==> src/rtl/rf_wport_arbiter_if.sv <==
// Register-file write-port bundle: writeback request, long-latency result,
// registered register-file write, and the decode hazard query.
interface rf_wport_arbiter_if #(
  parameter int DEPTH = 2
);
  localparam int OCC_W = $clog2(DEPTH) + 1;

  logic             wb_we;
  logic [6:0]       wb_addr;
  logic [31:0]      wb_data;
  logic             wb_stall;
  logic             lr_valid;
  logic [6:0]       lr_addr;
  logic [31:0]      lr_data;
  logic             lr_ready;
  logic             rf_we;
  logic [6:0]       rf_addr;
  logic [31:0]      rf_data;
  logic [6:0]       q_addr;
  logic             q_pending;
  logic [OCC_W-1:0] occupancy;

  modport master (
    output wb_we, wb_addr, wb_data, lr_valid, lr_addr, lr_data, q_addr,
    input  wb_stall, lr_ready, rf_we, rf_addr, rf_data, q_pending, occupancy
  );

  modport slave (
    input  wb_we, wb_addr, wb_data, lr_valid, lr_addr, lr_data, q_addr,
    output wb_stall, lr_ready, rf_we, rf_addr, rf_data, q_pending, occupancy
  );
endinterface

==> src/rtl/rf_wport_arbiter.sv <==
// Arbitrates the register-file write port between writeback (priority) and a
// buffered long-latency result source, with starvation relief and hazard query.
module rf_wport_arbiter #(
  parameter int DEPTH        = 2,
  parameter int STARVE_LIMIT = 8
) (
  input  logic               clk,
  input  logic               rst,
  rf_wport_arbiter_if.slave  bus
);
  localparam int PTR_W  = $clog2(DEPTH);
  localparam int OCC_W  = PTR_W + 1;
  localparam int SC_W   = $clog2(STARVE_LIMIT + 1);
  localparam int ADDR_W = 7;
  localparam int DATA_W = 32;

  typedef enum logic [2:0] {
    SEL_IDLE, SEL_STALL_DRAIN, SEL_WB, SEL_DRAIN, SEL_BYPASS
  } sel_e;

  logic [DEPTH-1:0]  valid_q, valid_d;
  logic [ADDR_W-1:0] buf_addr_q [DEPTH];
  logic [ADDR_W-1:0] buf_addr_d [DEPTH];
  logic [DATA_W-1:0] buf_data_q [DEPTH];
  logic [DATA_W-1:0] buf_data_d [DEPTH];
  logic [PTR_W-1:0]  head_q, head_d, tail_q, tail_d;
  logic [OCC_W-1:0]  occ_q, occ_d;
  logic [SC_W-1:0]   sc_q, sc_d;
  logic              wb_stall_q, wb_stall_d;
  logic              rf_we_q, rf_we_d;
  logic [ADDR_W-1:0] rf_addr_q, rf_addr_d;
  logic [DATA_W-1:0] rf_data_q, rf_data_d;

  logic empty, accept, drain, enq, hit;
  sel_e sel;

  always_comb begin
    empty  = (occ_q == '0);
    accept = bus.lr_valid && (occ_q < OCC_W'(DEPTH));
    sel    = SEL_IDLE;
    if (wb_stall_q && !empty)          sel = SEL_STALL_DRAIN;
    else if (bus.wb_we && !wb_stall_q) sel = SEL_WB;
    else if (!empty)                   sel = SEL_DRAIN;
    else if (accept)                   sel = SEL_BYPASS;
    drain = (sel == SEL_STALL_DRAIN) || (sel == SEL_DRAIN);
    enq   = accept && (sel != SEL_BYPASS);
  end

  always_comb begin
    valid_d    = valid_q;
    buf_addr_d = buf_addr_q;
    buf_data_d = buf_data_q;
    head_d     = head_q;
    tail_d     = tail_q;
    rf_we_d    = 1'b0;
    rf_addr_d  = rf_addr_q;
    rf_data_d  = rf_data_q;
    case (sel)
      SEL_STALL_DRAIN, SEL_DRAIN: begin
        // Killed entries still consume their slot, just without a write.
        rf_we_d         = valid_q[head_q] && (buf_addr_q[head_q] != '0);
        rf_addr_d       = buf_addr_q[head_q];
        rf_data_d       = buf_data_q[head_q];
        valid_d[head_q] = 1'b0;
        head_d          = head_q + PTR_W'(1);
      end
      SEL_WB: begin
        rf_we_d   = (bus.wb_addr != '0);
        rf_addr_d = bus.wb_addr;
        rf_data_d = bus.wb_data;
        for (int i = 0; i < DEPTH; i++) begin
          if (buf_addr_q[i] == bus.wb_addr) valid_d[i] = 1'b0;
        end
      end
      SEL_BYPASS: begin
        rf_we_d   = (bus.lr_addr != '0);
        rf_addr_d = bus.lr_addr;
        rf_data_d = bus.lr_data;
      end
      default: ;
    endcase
    // Enqueue after the kill so a same-cycle result to the same address stays live.
    if (enq) begin
      valid_d[tail_q]    = 1'b1;
      buf_addr_d[tail_q] = bus.lr_addr;
      buf_data_d[tail_q] = bus.lr_data;
      tail_d             = tail_q + PTR_W'(1);
    end
    occ_d = occ_q + OCC_W'(enq) - OCC_W'(drain);
  end

  always_comb begin
    sc_d = sc_q;
    if (empty || drain)    sc_d = '0;
    else if (sel == SEL_WB) sc_d = sc_q + SC_W'(1);
    wb_stall_d = (sc_d == SC_W'(STARVE_LIMIT));
  end

  always_comb begin
    hit = 1'b0;
    if (bus.q_addr != '0) begin
      for (int i = 0; i < DEPTH; i++) begin
        if (valid_q[i] && (buf_addr_q[i] == bus.q_addr)) hit = 1'b1;
      end
      if (accept && (bus.lr_addr == bus.q_addr)) hit = 1'b1;
    end
  end

  // Registered state: control and write-port outputs.
  always_ff @(posedge clk or posedge rst) begin
    if (rst) begin
      valid_q    <= '0;
      head_q     <= '0;
      tail_q     <= '0;
      occ_q      <= '0;
      sc_q       <= '0;
      wb_stall_q <= 1'b0;
      rf_we_q    <= 1'b0;
      rf_addr_q  <= '0;
      rf_data_q  <= '0;
    end else begin
      valid_q    <= valid_d;
      head_q     <= head_d;
      tail_q     <= tail_d;
      occ_q      <= occ_d;
      sc_q       <= sc_d;
      wb_stall_q <= wb_stall_d;
      rf_we_q    <= rf_we_d;
      rf_addr_q  <= rf_addr_d;
      rf_data_q  <= rf_data_d;
    end
  end

  // Buffer payload carries no reset; validity is tracked by valid_q.
  always_ff @(posedge clk) begin
    buf_addr_q <= buf_addr_d;
    buf_data_q <= buf_data_d;
  end

  assign bus.wb_stall  = wb_stall_q;
  assign bus.lr_ready  = (occ_q < OCC_W'(DEPTH));
  assign bus.rf_we     = rf_we_q;
  assign bus.rf_addr   = rf_addr_q;
  assign bus.rf_data   = rf_data_q;
  assign bus.q_pending = hit;
  assign bus.occupancy = occ_q;
endmodule
==> src/flat_wrapper.sv <==
// flat-port wrapper written by rule: the top's interface ports become plain ports
module rf_wport_arbiter_flat 
#(
  parameter int DEPTH        = 2,
  parameter int STARVE_LIMIT = 8
)
  (clk, rst, bus_wb_we, bus_wb_addr, bus_wb_data, bus_lr_valid, bus_lr_addr, bus_lr_data, bus_q_addr, bus_wb_stall, bus_lr_ready, bus_rf_we, bus_rf_addr, bus_rf_data, bus_q_pending, bus_occupancy);
  rf_wport_arbiter_if #(.DEPTH(DEPTH)) bus_i ();
  input  logic clk;
  input  logic rst;
  input wire logic [$bits(bus_i.wb_we)-1:0] bus_wb_we;
  input wire logic [$bits(bus_i.wb_addr)-1:0] bus_wb_addr;
  input wire logic [$bits(bus_i.wb_data)-1:0] bus_wb_data;
  input wire logic [$bits(bus_i.lr_valid)-1:0] bus_lr_valid;
  input wire logic [$bits(bus_i.lr_addr)-1:0] bus_lr_addr;
  input wire logic [$bits(bus_i.lr_data)-1:0] bus_lr_data;
  input wire logic [$bits(bus_i.q_addr)-1:0] bus_q_addr;
  output wire logic [$bits(bus_i.wb_stall)-1:0] bus_wb_stall;
  output wire logic [$bits(bus_i.lr_ready)-1:0] bus_lr_ready;
  output wire logic [$bits(bus_i.rf_we)-1:0] bus_rf_we;
  output wire logic [$bits(bus_i.rf_addr)-1:0] bus_rf_addr;
  output wire logic [$bits(bus_i.rf_data)-1:0] bus_rf_data;
  output wire logic [$bits(bus_i.q_pending)-1:0] bus_q_pending;
  output wire logic [$bits(bus_i.occupancy)-1:0] bus_occupancy;
  assign bus_i.wb_we = bus_wb_we;
  assign bus_i.wb_addr = bus_wb_addr;
  assign bus_i.wb_data = bus_wb_data;
  assign bus_i.lr_valid = bus_lr_valid;
  assign bus_i.lr_addr = bus_lr_addr;
  assign bus_i.lr_data = bus_lr_data;
  assign bus_i.q_addr = bus_q_addr;
  assign bus_wb_stall = bus_i.wb_stall;
  assign bus_lr_ready = bus_i.lr_ready;
  assign bus_rf_we = bus_i.rf_we;
  assign bus_rf_addr = bus_i.rf_addr;
  assign bus_rf_data = bus_i.rf_data;
  assign bus_q_pending = bus_i.q_pending;
  assign bus_occupancy = bus_i.occupancy;
  rf_wport_arbiter #(.DEPTH(DEPTH), .STARVE_LIMIT(STARVE_LIMIT)) u_core (.clk(clk), .rst(rst), .bus(bus_i));
endmodule
==> config.mk <==
export PLATFORM = sky130hd
export DESIGN_NAME = rf_wport_arbiter_flat
export DESIGN_NICKNAME = d
export VERILOG_FILES = /design/src/rtl/rf_wport_arbiter_if.sv /design/src/rtl/rf_wport_arbiter.sv /design/src/flat_wrapper.sv
export SDC_FILE = /design/constraint.sdc
export NUM_CORES = 1
export LEC_CHECK = 0
export ABC_CLOCK_PERIOD_IN_PS = 11400
export BUFFER_PORTS_ARGS = -buffer_cell sky130_fd_sc_hd__buf_2
export CAP_MARGIN = 10
export CORE_AREA = 2 2 156 158
export DETAILED_ROUTE_END_ITERATION = 8
export DIE_AREA = 0 0 158 160
export PLACE_DENSITY_LB_ADDON = 0.05
export SYNTH_ARGS = -nofsm -noshare
export SYNTH_HDL_FRONTEND = slang
export SYNTH_SLANG_ARGS = --single-unit
==> constraint.sdc <==
create_clock -name clk -period 11.4 [get_ports clk]
set_input_delay 0 -clock clk [delete_from_list [all_inputs] [get_ports clk]]
set_output_delay 0 -clock clk [all_outputs]
set_load 0.005 [all_outputs]
After elaboration in Yosys (flattened, before gate mapping)
Index checks and enable logic that the tools add are counted.

Register bits: 129. Latch bits: 0. Memory bits (writable): 0. Bits in read-only memories: 0. Input port bits: 89. Output and inout port bits: 45. Word-level logic and storage cells: 99. Memories: 0.

Add/subtract/negate cells: 5. Multiply operators: 0. Divide/modulo/power cells: 0. Magnitude comparators: 8. Eq/ne operators: 11. Shift-type cells: 0. Muxes and demuxes: 35. Bitwise logic cells: 5. Reductions and logical operators: 22.

Operator list (number): $mux 32 (4); $pmux 32 s3 (1); $bwmux 64 (1); $eq 7x7->1 (5); $demux 32 s1 (1); $mux 7 (4); $reduce_bool 7->1 (4); $pmux 7 s3 (1); $bwmux 14 (1); $mux 3 (4); $logic_and 1x1->1 (11); $mux 1 (10); $mux 4 (2); $demux 7 s1 (1); $eq 3x2->1 const B (2); $add 4x1->4 const B (1); $eq 4x4->1 const B (1); $ge 2x2->1 const B (2); $lt 1x2->1 const B (2); $not 1->2 (2); $pmux 2 s2 (1); $eq 3x1->1 const B (1); $eq 3x3->1 const B (1); $ne 3x3->1 const B (1); other kinds (17) (22).

Logic depth before layout (Yosys ltp)
Gate-level depths: netlist (run 1).

Depth after elaboration: 11. Gate-level depth with buffers: 8. Depth with buffers taken out: 8.

Worst setup path after synthesis (run 1)
No wires, ideal clock.

Path type: register to register. From: register u_core.wb_stall_q, in the netlist u_core.bus.wb_stall. To: register u_core.buf_addr_q[10] (netlist name) (enable). Setup time: 485 ps. Data arrival time: 3471 ps. Required time: 10915 ps. Slack: 7444 ps. Cell stages (with the launch flop): 5. Path buffers: 1. Clock period less this slack: 3956 ps. Cell sequence: dfrtp_1 -> nor2b_1 -> buf_4 -> nor3_4 -> nor3_1.

Word-level cells in the longest chain between the ends: 6. Elaborated cells on any way between the ends: 7. Those cells by class: eq/ne: 1; mux: 2; reduce/logical: 4.

Ends and longest elaborated chain: start, declared (line rf_wport_arbiter.sv:29) `logic wb_stall_q, wb_stall_d;`; start signal, assigned (line rf_wport_arbiter.sv:127) `wb_stall_q <= wb_stall_d;`; $logic_not 1->1 (line rf_wport_arbiter.sv:42) `else if (bus.wb_we && !wb_stall_q) sel = SEL_WB;`; $logic_and 1x1->1 (line rf_wport_arbiter.sv:42); $mux 3 (line rf_wport_arbiter.sv:42); $mux 3 * (line rf_wport_arbiter.sv:41) `if (wb_stall_q && !empty) sel = SEL_STALL_DRAIN;`; $ne 3x3->1 * (line rf_wport_arbiter.sv:46) `enq = accept && (sel != SEL_BYPASS);`; $logic_and 1x1->1 * (line rf_wport_arbiter.sv:46); end signal, assigned (line rf_wport_arbiter.sv:136) `buf_addr_q <= buf_addr_d;`; end, declared (line rf_wport_arbiter.sv:22) `logic [ADDR_W-1:0] buf_addr_q [DEPTH];`.

Every way passes the cells marked *; elsewhere a longest branch is shown, timed or not. A chain may end at the register's enable or synchronous reset.

Worst setup path after layout (run 1)
From: register u_core.wb_stall_q, in the netlist u_core.bus.wb_stall. To: register u_core.buf_data_q[27] (netlist name) (enable).

Word-level cells in the longest chain between the ends: 6. Elaborated cells on any way between the ends: 7. Those cells by class: eq/ne: 1; mux: 2; reduce/logical: 4.

Ends and longest elaborated chain: $logic_not 1->1 (line rf_wport_arbiter.sv:42); $logic_and 1x1->1 (line rf_wport_arbiter.sv:42); $mux 3 (line rf_wport_arbiter.sv:42); $mux 3 * (line rf_wport_arbiter.sv:41); $ne 3x3->1 * (line rf_wport_arbiter.sv:46); $logic_and 1x1->1 * (line rf_wport_arbiter.sv:46); via u_core.enq (line rf_wport_arbiter.sv:34) `logic empty, accept, drain, enq, hit;`; end signal, assigned (line rf_wport_arbiter.sv:137) `buf_data_q <= buf_data_d;`; end, declared (line rf_wport_arbiter.sv:24) `logic [DATA_W-1:0] buf_data_q [DEPTH];`.

The timed path passes the listed nets; every way through them passes the cells marked *.

==> flow_summary.json, run 1 <==
{
  "cts_setup_buffers": 0,
  "synthMuxAreaShare_pct": 7.78,
  "reg2regPathDepth": 5,
  "die_h_um": 160,
  "postLayoutCoreUtil_pct": 34.6,
  "cts_inserted_buffers": 17,
  "holdPathStages": 3,
  "synth_top_family_by_area": "simple AND/OR/NAND/NOR gates",
  "finClkSkew_ps": 10.9,
  "critPathRequiredTime_ps": 11420,
  "cts_buffer_depth": 2,
  "tightest_slew_ps": 1100,
  "synth_compound_area_share_pct": 9.52,
  "synth-seq-cells": 129,
  "finalWeightedCongestion": 0.777,
  "max_cap_violations": 0,
  "outcome": "finished clean",
  "power_switching_share_pct": 29.3,
  "clockPowerShare_pct": 34.3,
  "grt_pass1_vias": 4667,
  "fin_crit_sh_pct": 23.1,
  "leakagePower_nw": 3.28,
  "yosys.area.top_type_share_pct": 40.3,
  "wl_per_cell_um": 17.8,
  "cp_num_cells": 5,
  "syn_nets": 527,
  "startpoint": "u_core.bus.wb_stall",
  "arrival_ps": 2650,
  "synth_area_mm2": 0.00581,
  "ctsResizeCount": 0,
  "ys_async_sr_fraction_pct": 39.5,
  "layout_common_cells": "133 x buf_2, 78 x edfxtp_1, 76 x dlygate4sd3_1",
  "cts-root-buf": "clkbuf_16",
  "crit_chain": "nor2b_4 > buf_4 > nor3_4 > nor2_1 > and2_2",
  "synth-xor-area-share_pct": 6.18,
  "yosysWarnings": 0,
  "r2r-end": "u_core.buf_data_q[27]",
  "synthFlopType": "edfxtp_1",
  "crit_fanout": 46,
  "critPathKind": "reg2reg",
  "drt_iter0_drc": 367,
  "hold_class": "in2reg",
  "critPathSlowestCell": "and2_2",
  "end_kind": "register",
  "dp_hpwl_um": 11300,
  "ant_nets": 0,
  "timing.setup.tns_ps": 0,
  "die-area_mm2": 0.0253,
  "peakVddDrop_uv": 78.4,
  "setup_viol": 0,
  "holdWs_ps": 8.52,
  "fillers": 2438,
  "r2r_start": "u_core.bus.wb_stall",
  "fp.dieW_um": 158,
  "port_buffers": 133,
  "power_density_mw_per_mm2": 216,
  "hold_viol": 0,
  "track_usage_pct": 14.2,
  "fmax_mhz": 380,
  "syn_to_final_growth_pct": 41.8,
  "grt_pass1_wl_um": 26700,
  "wl_um": 17500,
  "vias_per_cell": 4.51,
  "cts_tree": "done",
  "rsz0062_at_grt": "no",
  "netlist_instances": 435,
  "synthDistinctLibCells": 39,
  "synth_top_cell_by_area": "edfxtp_1",
  "htreeDepth": 4,
  "cts.sinks": 129,
  "synth_simple_gate_area_share_pct": 10.4,
  "rows": 57,
  "cpLargestDelayFamily": "simple AND/OR/NAND/NOR gates",
  "seqPwrFrac_pct": 39.7,
  "avgSynthCellArea_um2": 13.4,
  "via_count": 4431,
  "grt_max_degree": 52,
  "p_total_mw": 1.78,
  "slew_violations": 0,
  "comb_power_share_pct": 25.9,
  "min_period_ps": 2630,
  "fin_nets": 738,
  "layout_commonest_cell": "buf_2",
  "grt-ovfl-total": 0,
  "synth_edf_count": 78,
  "seq_area_frac_synth_pct": 62.3,
  "clk_pin_slew_ps": 60,
  "drt_pass1_iterations": 6,
  "route.detailed.drc": 0,
  "cpPeakStageDelay_ps": 920,
  "design.core.area_mm2": 0.0238,
  "p_sw_mw": 0.521,
  "synthTopCellsByArea": "edfxtp_1 40%, dfrtp_1 22%, mux2_2 7.2%",
  "synth-adder-area-share_pct": 0.646,
  "slew_headroom_pct": 26.1,
  "ioPinCount": 134,
  "start_util_pct": 24.4,
  "clk_latency_ps": 410,
  "reg2reg_slack_ps": 8770,
  "crit_path_end": "u_core.buf_data_q[27]",
  "drive_gt1_share_pct": 33.4,
  "cp-start-kind": "register",
  "path_buf_inv": 1,
  "p_int_mw": 1.26,
  "n_antenna_cell": 0,
  "antenna_found_initial": 0
}
-- worst min path at each step --
stage	start	end	slack (ps)
after CTS	bus_wb_addr[3]	u_core.bus.rf_addr[3]	4
after detailed placement	bus_lr_data[31]	u_core.buf_data_q[63]	210
after global placement	bus_lr_data[31]	u_core.buf_data_q[31]	200
after floorplan	bus_lr_addr[0]	u_core.buf_addr_q[0]	100
after global routing	bus_wb_addr[1]	u_core.bus.rf_addr[1]	20
final	bus_wb_addr[1]	u_core.bus.rf_addr[1]	9
-- area by class of cell --
cell class	count	area, um2	area share [%]
Clock buffer	23	488	5.92
Clock inverter	9	176	2.14
Inverter	8	30.0	0.364
Multi-Input combinational cell	273	2030	24.7
Sequential cell	129	3620	43.9
Tap cell	324	405	4.92
Timing Repair Buffer	217	1490	18.0
-- sequential cells by signal (all words and copies together), names as in the netlist --
register	count
u_core.bus.wb_stall	1
u_core.valid_q	2
u_core.bus.rf_addr	7
u_core.bus.rf_we	1
u_core.buf_addr_q	14
u_core.bus.rf_data	32
u_core.head_q	1
u_core.sc_q	4
u_core.buf_data_q	64
u_core.tail_q	1
u_core.bus.occupancy	2
-- metrics by stage --
step / worst slack, ps / std cells / instance area (um2)
6_report: 8770 / 983 / 8240
3_5_place_dp: 8700 / 875 / 6820
4_1_cts: 8680 / 983 / 8240
3_3_place_gp: 8750 / 875 / 6820
2_1_floorplan: 7440 / 435 / 5810
5_1_grt: 8530 / 983 / 8240
-- power groups by stage --
stage / logic, mW / clock network (mW) / registers (mW)
final: 0.461 / 0.611 / 0.707
after floorplan: 0.286 / 0 / 0.696
after detailed placement: 0.451 / 0 / 0.716
after global routing: 0.513 / 0.646 / 0.722
after CTS: 0.474 / 0.626 / 0.708
after global placement: 0.447 / 0 / 0.716
-- per-layer routing --
metal | GRT usage (%) | part of all wire, %
met1 | 19.5 | 48
met3 | 2.85 | 5.3
met5 | 0 | 0
met4 | 4.67 | 1.3
met2 | 22.3 | 46
-- worst register-to-register path: cells and delay by family, from the launching register on --
kind                   cells  cell delay (ps)
and+or+nand+nor            4             1330
DFF                        1              410
buffers and inverters      1              510
-- cells by family (layout without fill, tap and decap cells) --
| family | Yosys count | in the layout |
|---|---|---|
| fa+ha+maj | 3 | 3 |
| flops | 129 | 129 |
| simple gates | 122 | 122 |
| compound gates | 67 | 67 |
| mux | 40 | 40 |
| buf+inv | 33 | 257 |
| xor+xnor | 41 | 41 |
-- cells in the mapped netlist (all sizes together), types with 4 or more instances --
| master | n |
|---|---|
| edfxtp | 78 |
| nand2b | 22 |
| dfrtp | 51 |
| nor3 | 4 |
| nor2 | 70 |
| a21oi | 19 |
| nor4 | 7 |
| buf | 18 |
| mux2 | 38 |
| xnor2 | 19 |
| clkbuf | 7 |
| a222oi | 38 |
| xor2 | 22 |
| nand4 | 5 |
| inv | 8 |
-- repair_timing --
action                                  in CTS  in global routing
endpoints found under the setup margin       0                  0
hold buffers                                76                  0
hold endpoints to repair                   166                  0
(Power assumes the default switching activity.)
==> run 2, diff against run 1 <==
--- a/config.mk
+++ b/config.mk
@@ -5,7 +5,7 @@
 export SDC_FILE = /design/constraint.sdc
 export NUM_CORES = 1
 export LEC_CHECK = 0
-export ABC_CLOCK_PERIOD_IN_PS = 11400
+export ABC_CLOCK_PERIOD_IN_PS = 2750
 export BUFFER_PORTS_ARGS = -buffer_cell sky130_fd_sc_hd__buf_2
 export CAP_MARGIN = 10
 export CORE_AREA = 2 2 156 158
==> constraint.sdc (replaced) <==
create_clock -name clk -period 2.75 [get_ports clk]
set_input_delay 0 -clock clk [delete_from_list [all_inputs] [get_ports clk]]
set_output_delay 0 -clock clk [all_outputs]
set_load 0.005 [all_outputs]
==> run 2 against run 1 <==
Against the previous run:
- die area unchanged
- via count grew 0.90%
- non-clock buffer count increased by 12
- critical path depth rose by 1
- total power rose to 3.9 times the previous value
- critical endpoint is now bus_q_pending
- largest power group unchanged
==> flow_summary.json, run 2 (synthesis gave the netlist of run 1 again) <==
{
  "outcome": "finished clean",
  "port_buffers": 133,
  "fin_crit_sh_pct": 82.5,
  "rows": 57,
  "fillers": 2444,
  "cts_inserted_buffers": 17,
  "timing.setup.tns_ps": 0,
  "hold_class": "in2reg",
  "drt_pass1_iterations": 6,
  "power_switching_share_pct": 31.2,
  "top_register": "u_core.buf_data_q",
  "critPathSlowestCell": "nor4_1",
  "vias_per_cell": 4.50,
  "cpMostUsedCell": "a21oi_1",
  "wl_per_cell_um": 18.6,
  "ant_nets": 0,
  "critPathKind": "reg2out",
  "power_density_mw_per_mm2": 849,
  "ctsResizeCount": 0,
  "arrival_ps": 2270,
  "fp.dieW_um": 158,
  "via_count": 4471,
  "grt-ovfl-total": 0,
  "layout_commonest_cell": "buf_2",
  "fmax_mhz": 441,
  "htreeDepth": 4,
  "syn_to_final_growth_pct": 41.2,
  "rsz0062_at_grt": "no",
  "largest_reg_flops": 64,
  "die_h_um": 160,
  "cp_num_cells": 6,
  "finalWeightedCongestion": 0.787,
  "leakagePower_nw": 3.27,
  "die-area_mm2": 0.0253,
  "r2r-end": "u_core.bus.occupancy[1]",
  "clk_latency_ps": 410,
  "grt_pass1_vias": 4700,
  "cts-root-buf": "clkbuf_16",
  "route.detailed.drc": 0,
  "ioPinCount": 134,
  "cpLargestDelayFamily": "simple AND/OR/NAND/NOR gates",
  "max_cap_violations": 0,
  "clockPowerShare_pct": 29.5,
  "peakVddDrop_uv": 404,
  "startpoint": "u_core.bus.occupancy[1]",
  "cts_tree": "done",
  "clk_pin_slew_ps": 60,
  "highest_layer": "met4",
  "grt_max_degree": 44,
  "slew_headroom_pct": 49.9,
  "wl_met1_um": 8520,
  "n_antenna_cell": 0,
  "path_buf_inv": 2,
  "drt_iter0_drc": 447,
  "grt_pass1_wl_um": 28000,
  "reg2reg_slack_ps": 650,
  "setup_ws_ps": 482,
  "comb_power_share_pct": 27.9,
  "critPathRequiredTime_ps": 2750,
  "crit_chain": "inv_2 > nand2_1 > nor4_1 > a21oi_1 > a21oi_1 > buf_2",
  "cpPeakStageDelay_ps": 620,
  "pre_cts_slack_ps": 641,
  "start_util_pct": 24.4,
  "wl_um": 18500,
  "p_int_mw": 4.79,
  "crit_path_end": "bus_q_pending",
  "drive_gt1_share_pct": 33.3,
  "layoutNonFillerInstCount": 993,
  "wl_met3_um": 804,
  "min_period_ps": 2270,
  "antenna_found_initial": 0,
  "dp_hpwl_um": 12400,
  "cp-start-kind": "register",
  "r2r_start": "u_core.bus.occupancy[1]",
  "cts.sinks": 129,
  "finClkSkew_ps": 7.35,
  "track_usage_pct": 15.0,
  "setup_viol": 0,
  "route.met2.wl_um": 8900,
  "end_kind": "primary output",
  "hold_viol": 0,
  "seqPwrFrac_pct": 42.6,
  "reg2regPathDepth": 7,
  "fin_nets": 750,
  "tightest_slew_ps": 752,
  "design.core.area_mm2": 0.0238,
  "layout_common_cells": "133 x buf_2, 79 x dlygate4sd3_1, 78 x edfxtp_1",
  "slew_violations": 0,
  "crit_fanout": 7,
  "p_sw_mw": 2.17,
  "cts_buffer_depth": 2,
  "dp_cells": 884
}
run 2: cell count changes in the layout (fill, tap and decap cells not counted), moves of 3 or more:
| cell | change |
|---|---|
| clkbuf_8 | -3 |
| clkbuf_1 | +3 |
| dlygate4sd3_1 | +3 |
| bufinv_16 | -4 |
| buf_4 | +9 |
run 2: power by group through the flow:
stage	clock network, mW	logic [mW]	registers (mW)
finish	2.05	1.94	2.97
global route	2.21	2.16	3.04
CTS	2.12	1.99	2.98
detailed placement	0	1.89	3.01
global placement	0	1.89	3.00
floorplan	0	1.19	2.88
run 2: through the flow:
stage                     hold WS [ps]  power [mW]  utilization, %  instance area (um2)
after detailed placement          81.8        4.91            28.9                 6890
after floorplan                   98.9        4.07               -                 5810
after global placement            62.8        4.90            28.9                 6890
after global routing              67.0        7.41            34.4                 8200
after CTS                         25.0        7.09            34.4                 8200
final                             48.0        6.96            34.4                 8200
run 2: worst min path at each step:
stage | to | slack (ps) | from | depth (start not counted)
after floorplan | u_core.buf_addr_q[0] | 100 | bus_lr_addr[0] | 0
after global placement | u_core.bus.rf_data[17] | 60 | rst | 3
after detailed placement | u_core.bus.rf_data[29] | 80 | rst | 3
after CTS | u_core.bus.rf_addr[5] | 20 | bus_wb_addr[5] | 3
after global routing | u_core.bus.rf_addr[5] | 70 | bus_wb_addr[5] | 3
final | u_core.bus.rf_addr[5] | 50 | bus_wb_addr[5] | 3
run 2: worst register-to-register path: stages (launching register included):
cell,delay [ps]
dfrtp_1,460
o21ai_0,550
inv_1,160
ha_1,310
inv_1,40
ha_1,180
xnor2_1,180
xnor2_1,140
run 2: cell type report:
type | instances | area (um2) | share of cell area (%)
sequential | 129 | 3620 | 44.1
multi-input combinational | 273 | 2040 | 24.9
timing repair buffer | 229 | 1580 | 19.3
clock buffer | 23 | 458 | 5.58
tap | 324 | 405 | 4.94
clock inverter | 7 | 63.8 | 0.778
inverter | 8 | 30.0 | 0.366
run 2: metal layers:
| metal | GRT usage, % | vias to the layer above |
|---|---|---|
| met5 | 0 | - |
| met2 | 24.4 | 130 |
| met1 | 20.4 | 2230 |
| met4 | 4.59 | 0 |
| met3 | 2.77 | 14 |
| li1 | - | 2097 |
run 2: timing repair:
action,4_1_cts,5_1_grt
hold buffers,79,0
hold endpoints to repair,168,0
buffers inserted,0,0
==> run 3, diff against run 2 <==
--- a/config.mk
+++ b/config.mk
@@ -5,12 +5,13 @@
 export SDC_FILE = /design/constraint.sdc
 export NUM_CORES = 1
 export LEC_CHECK = 0
-export ABC_CLOCK_PERIOD_IN_PS = 2750
+export ABC_AREA = 1
+export ABC_CLOCK_PERIOD_IN_PS = 2100
 export BUFFER_PORTS_ARGS = -buffer_cell sky130_fd_sc_hd__buf_2
 export CAP_MARGIN = 10
-export CORE_AREA = 2 2 156 158
+export CORE_AREA = 2 2 159 161
 export DETAILED_ROUTE_END_ITERATION = 8
-export DIE_AREA = 0 0 158 160
+export DIE_AREA = 0 0 161 163
 export PLACE_DENSITY_LB_ADDON = 0.05
 export SYNTH_ARGS = -nofsm -noshare
 export SYNTH_HDL_FRONTEND = slang
==> constraint.sdc (replaced) <==
create_clock -name clk -period 2.1 [get_ports clk]
set_input_delay 0 -clock clk [delete_from_list [all_inputs] [get_ports clk]]
set_output_delay 0 -clock clk [all_outputs]
set_load 0.005 [all_outputs]
==> run 3 against run 2 <==
Against the previous run:
- synthesized area is 4.4% higher
- hold slack worse by 31 ps
- final cell count increased by 23%
- combinational power is 34% higher
- setup slack got worse by 180 ps
- sequential share of layout area fell by 2.0 points
- global-route usage increased by 0.18 points
- clock power up 39%
- final area is 4.7% higher
==> flow_summary.json, run 3 <==
{
  "outcome": "finished clean",
  "synth-adder-area-share_pct": 0.619,
  "die_h_um": 163,
  "setup_ws_ps": 307,
  "finalWeightedCongestion": 0.820,
  "clockPowerShare_pct": 31.0,
  "wl_per_cell_um": 15.9,
  "drive_gt1_share_pct": 24.1,
  "synth_compound_area_share_pct": 7.24,
  "slew_headroom_pct": 63.6,
  "rsz0062_at_grt": "no",
  "ioPinCount": 134,
  "wl_um": 19500,
  "timing.setup.tns_ps": 0,
  "synth_most_common_cell": "nand2_1",
  "grt_pass1_wl_um": 30100,
  "synthMuxAreaShare_pct": 3.53,
  "power_switching_share_pct": 33.1,
  "fillers": 2578,
  "hold_viol": 0,
  "p_sw_mw": 3.03,
  "cts-root-buf": "clkbuf_16",
  "synth-xor-area-share_pct": 1.59,
  "start_util_pct": 24.6,
  "seqPwrFrac_pct": 40.6,
  "tightest_slew_ps": 545,
  "grt-ovfl-total": 0,
  "syn_to_final_growth_pct": 41.6,
  "cts_hold_buf": 79,
  "track_usage_pct": 15.2,
  "synth_top_family_by_area": "simple AND/OR/NAND/NOR gates",
  "synthFlopType": "edfxtp_1",
  "syn_nets": 744,
  "dp_hpwl_um": 13700,
  "peakVddDrop_uv": 502,
  "power_density_mw_per_mm2": 1070,
  "comb_power_share_pct": 28.4,
  "synthTopCellsByArea": "edfxtp_1 39%, dfrtp_1 21%, nand2_1 14%",
  "max_cap_violations": 0,
  "p_int_mw": 6.14,
  "slew_violations": 0,
  "finClkSkew_ps": 10.7,
  "fin_crit_sh_pct": 85.4,
  "crit_fanout": 34,
  "placed_area_mm2": 0.00723,
  "clk_latency_ps": 410,
  "largest_reg_flops": 64,
  "port_buffers": 133,
  "critPathRequiredTime_ps": 2460,
  "cp-start-kind": "register",
  "pre_cts_slack_ps": 290,
  "route.detailed.drc": 0,
  "multi_input_area_mm2": 0.00215,
  "design.core.area_mm2": 0.0247,
  "synthDistinctLibCells": 28,
  "hold_class": "in2reg",
  "fp.dieW_um": 161,
  "ctsResizeCount": 0,
  "yosysWarnings": 0,
  "synth_area_mm2": 0.00607,
  "seq_area_frac_synth_pct": 59.6,
  "synth_top_cell_by_area": "edfxtp_1",
  "drt_iter0_drc": 326,
  "fin_nets": 970,
  "drt_pass1_iterations": 4,
  "yosys.area.top_type_share_pct": 38.6,
  "synth-seq-cells": 129,
  "cts_inserted_buffers": 17,
  "grt_pass1_vias": 5309,
  "synth_edf_count": 78,
  "avgSynthCellArea_um2": 9.31,
  "top_register": "u_core.buf_data_q",
  "fmax_mhz": 558,
  "vias_per_cell": 4.33,
  "ys_async_sr_fraction_pct": 39.5,
  "setup_viol": 0,
  "antenna_found_initial": 0,
  "holdWs_ps": 17.2,
  "grt_max_degree": 35,
  "htreeDepth": 4,
  "rows": 58,
  "seq_area_mm2": 0.00362,
  "cts_tree": "done",
  "netlist_instances": 652,
  "arrival_ps": 2150,
  "cts.sinks": 129,
  "dp_cells": 1110,
  "critPathKind": "reg2reg",
  "cts_buffer_depth": 2,
  "synth_common_cells": "231 x nand2_1, 78 x edfxtp_1, 62 x nor2_1",
  "layout_common_cells": "230 x nand2_1, 133 x buf_2, 79 x dlygate4sd3_1",
  "via_count": 5290,
  "finalInstanceArea_mm2": 0.00859,
  "clk_pin_slew_ps": 60,
  "die-area_mm2": 0.0262,
  "end_kind": "register",
  "layoutNonFillerInstCount": 1221,
  "min_period_ps": 1790,
  "cts_setup_buffers": 0,
  "layout_commonest_cell": "nand2_1",
  "synth_simple_gate_area_share_pct": 22.1,
  "ant_nets": 0,
  "n_antenna_cell": 0,
  "leakagePower_nw": 3.81
}
run 3: kinds of logic after synthesis:
kind of cell	Yosys count
AOI/OAI and AO/OA	79
and+or+nand+nor	332
buffers and inverters	79
muxes	19
adders and majority gates	3
xor gates and xnor gates	11
DFF	129
run 3: layer usage:
metal / global-route usage (%) / up-vias / part of all wire, %
met1: 20.7 / 2540 / 48
li1: - / 2609 / -
met2: 24.8 / 129 / 47
met5: 0 / - / 0
met3: 3.36 / 12 / 4.1
met4: 3.69 / 0 / 0.76
run 3: final timing paths:
kind / endpoint / start / depth (start not counted) / slack (ps)
min in group asynchronous: u_core.bus.rf_data[2] / rst / 3 / 190
max: u_core.bus.rf_data[21] / u_core.bus.occupancy[1] / 9 / 310
max reg2reg: u_core.bus.rf_data[21] / u_core.bus.occupancy[1] / 9 / 310
min: u_core.bus.rf_addr[4] / bus_wb_we / 4 / 20
min reg2reg: u_core.sc_q[0] / u_core.sc_q[0] / 1 / 470
max in group asynchronous: u_core.head_q / rst / 4 / 1300
run 3: power groups by stage:
stage	logic [mW]	registers [mW]	clock network, mW
floorplan	1.46	3.69	0
global placement	2.54	3.76	0
detailed placement	2.56	3.77	0
CTS	2.68	3.73	2.94
global route	2.97	3.80	3.04
finish	2.60	3.72	2.84
run 3: area by class of cell:
class,instances,area share [%]
Sequential cell,129,42.1
Multi-Input combinational cell,444,25.0
Timing Repair Buffer,230,19.0
Clock buffer,18,5.11
Tap cell,330,4.81
Inverter,56,2.45
Clock inverter,14,1.51
run 3: stage by stage:
step	power (mW)	utilization, %
floorplan	5.15	-
global placement	6.30	29.3
detailed placement	6.33	29.3
CTS	9.35	34.8
global route	9.81	34.8
finish	9.17	34.8
run 3: critical path, cell delays in order (launching register included):
cell and delay, ps:
dfrtp_1 400, nor2_2 190, nand2_2 110, inv_2 60, buf_4 360, nand2_2 90, buf_4 260, inv_2 140
nand2_1 70, nand2_1 60
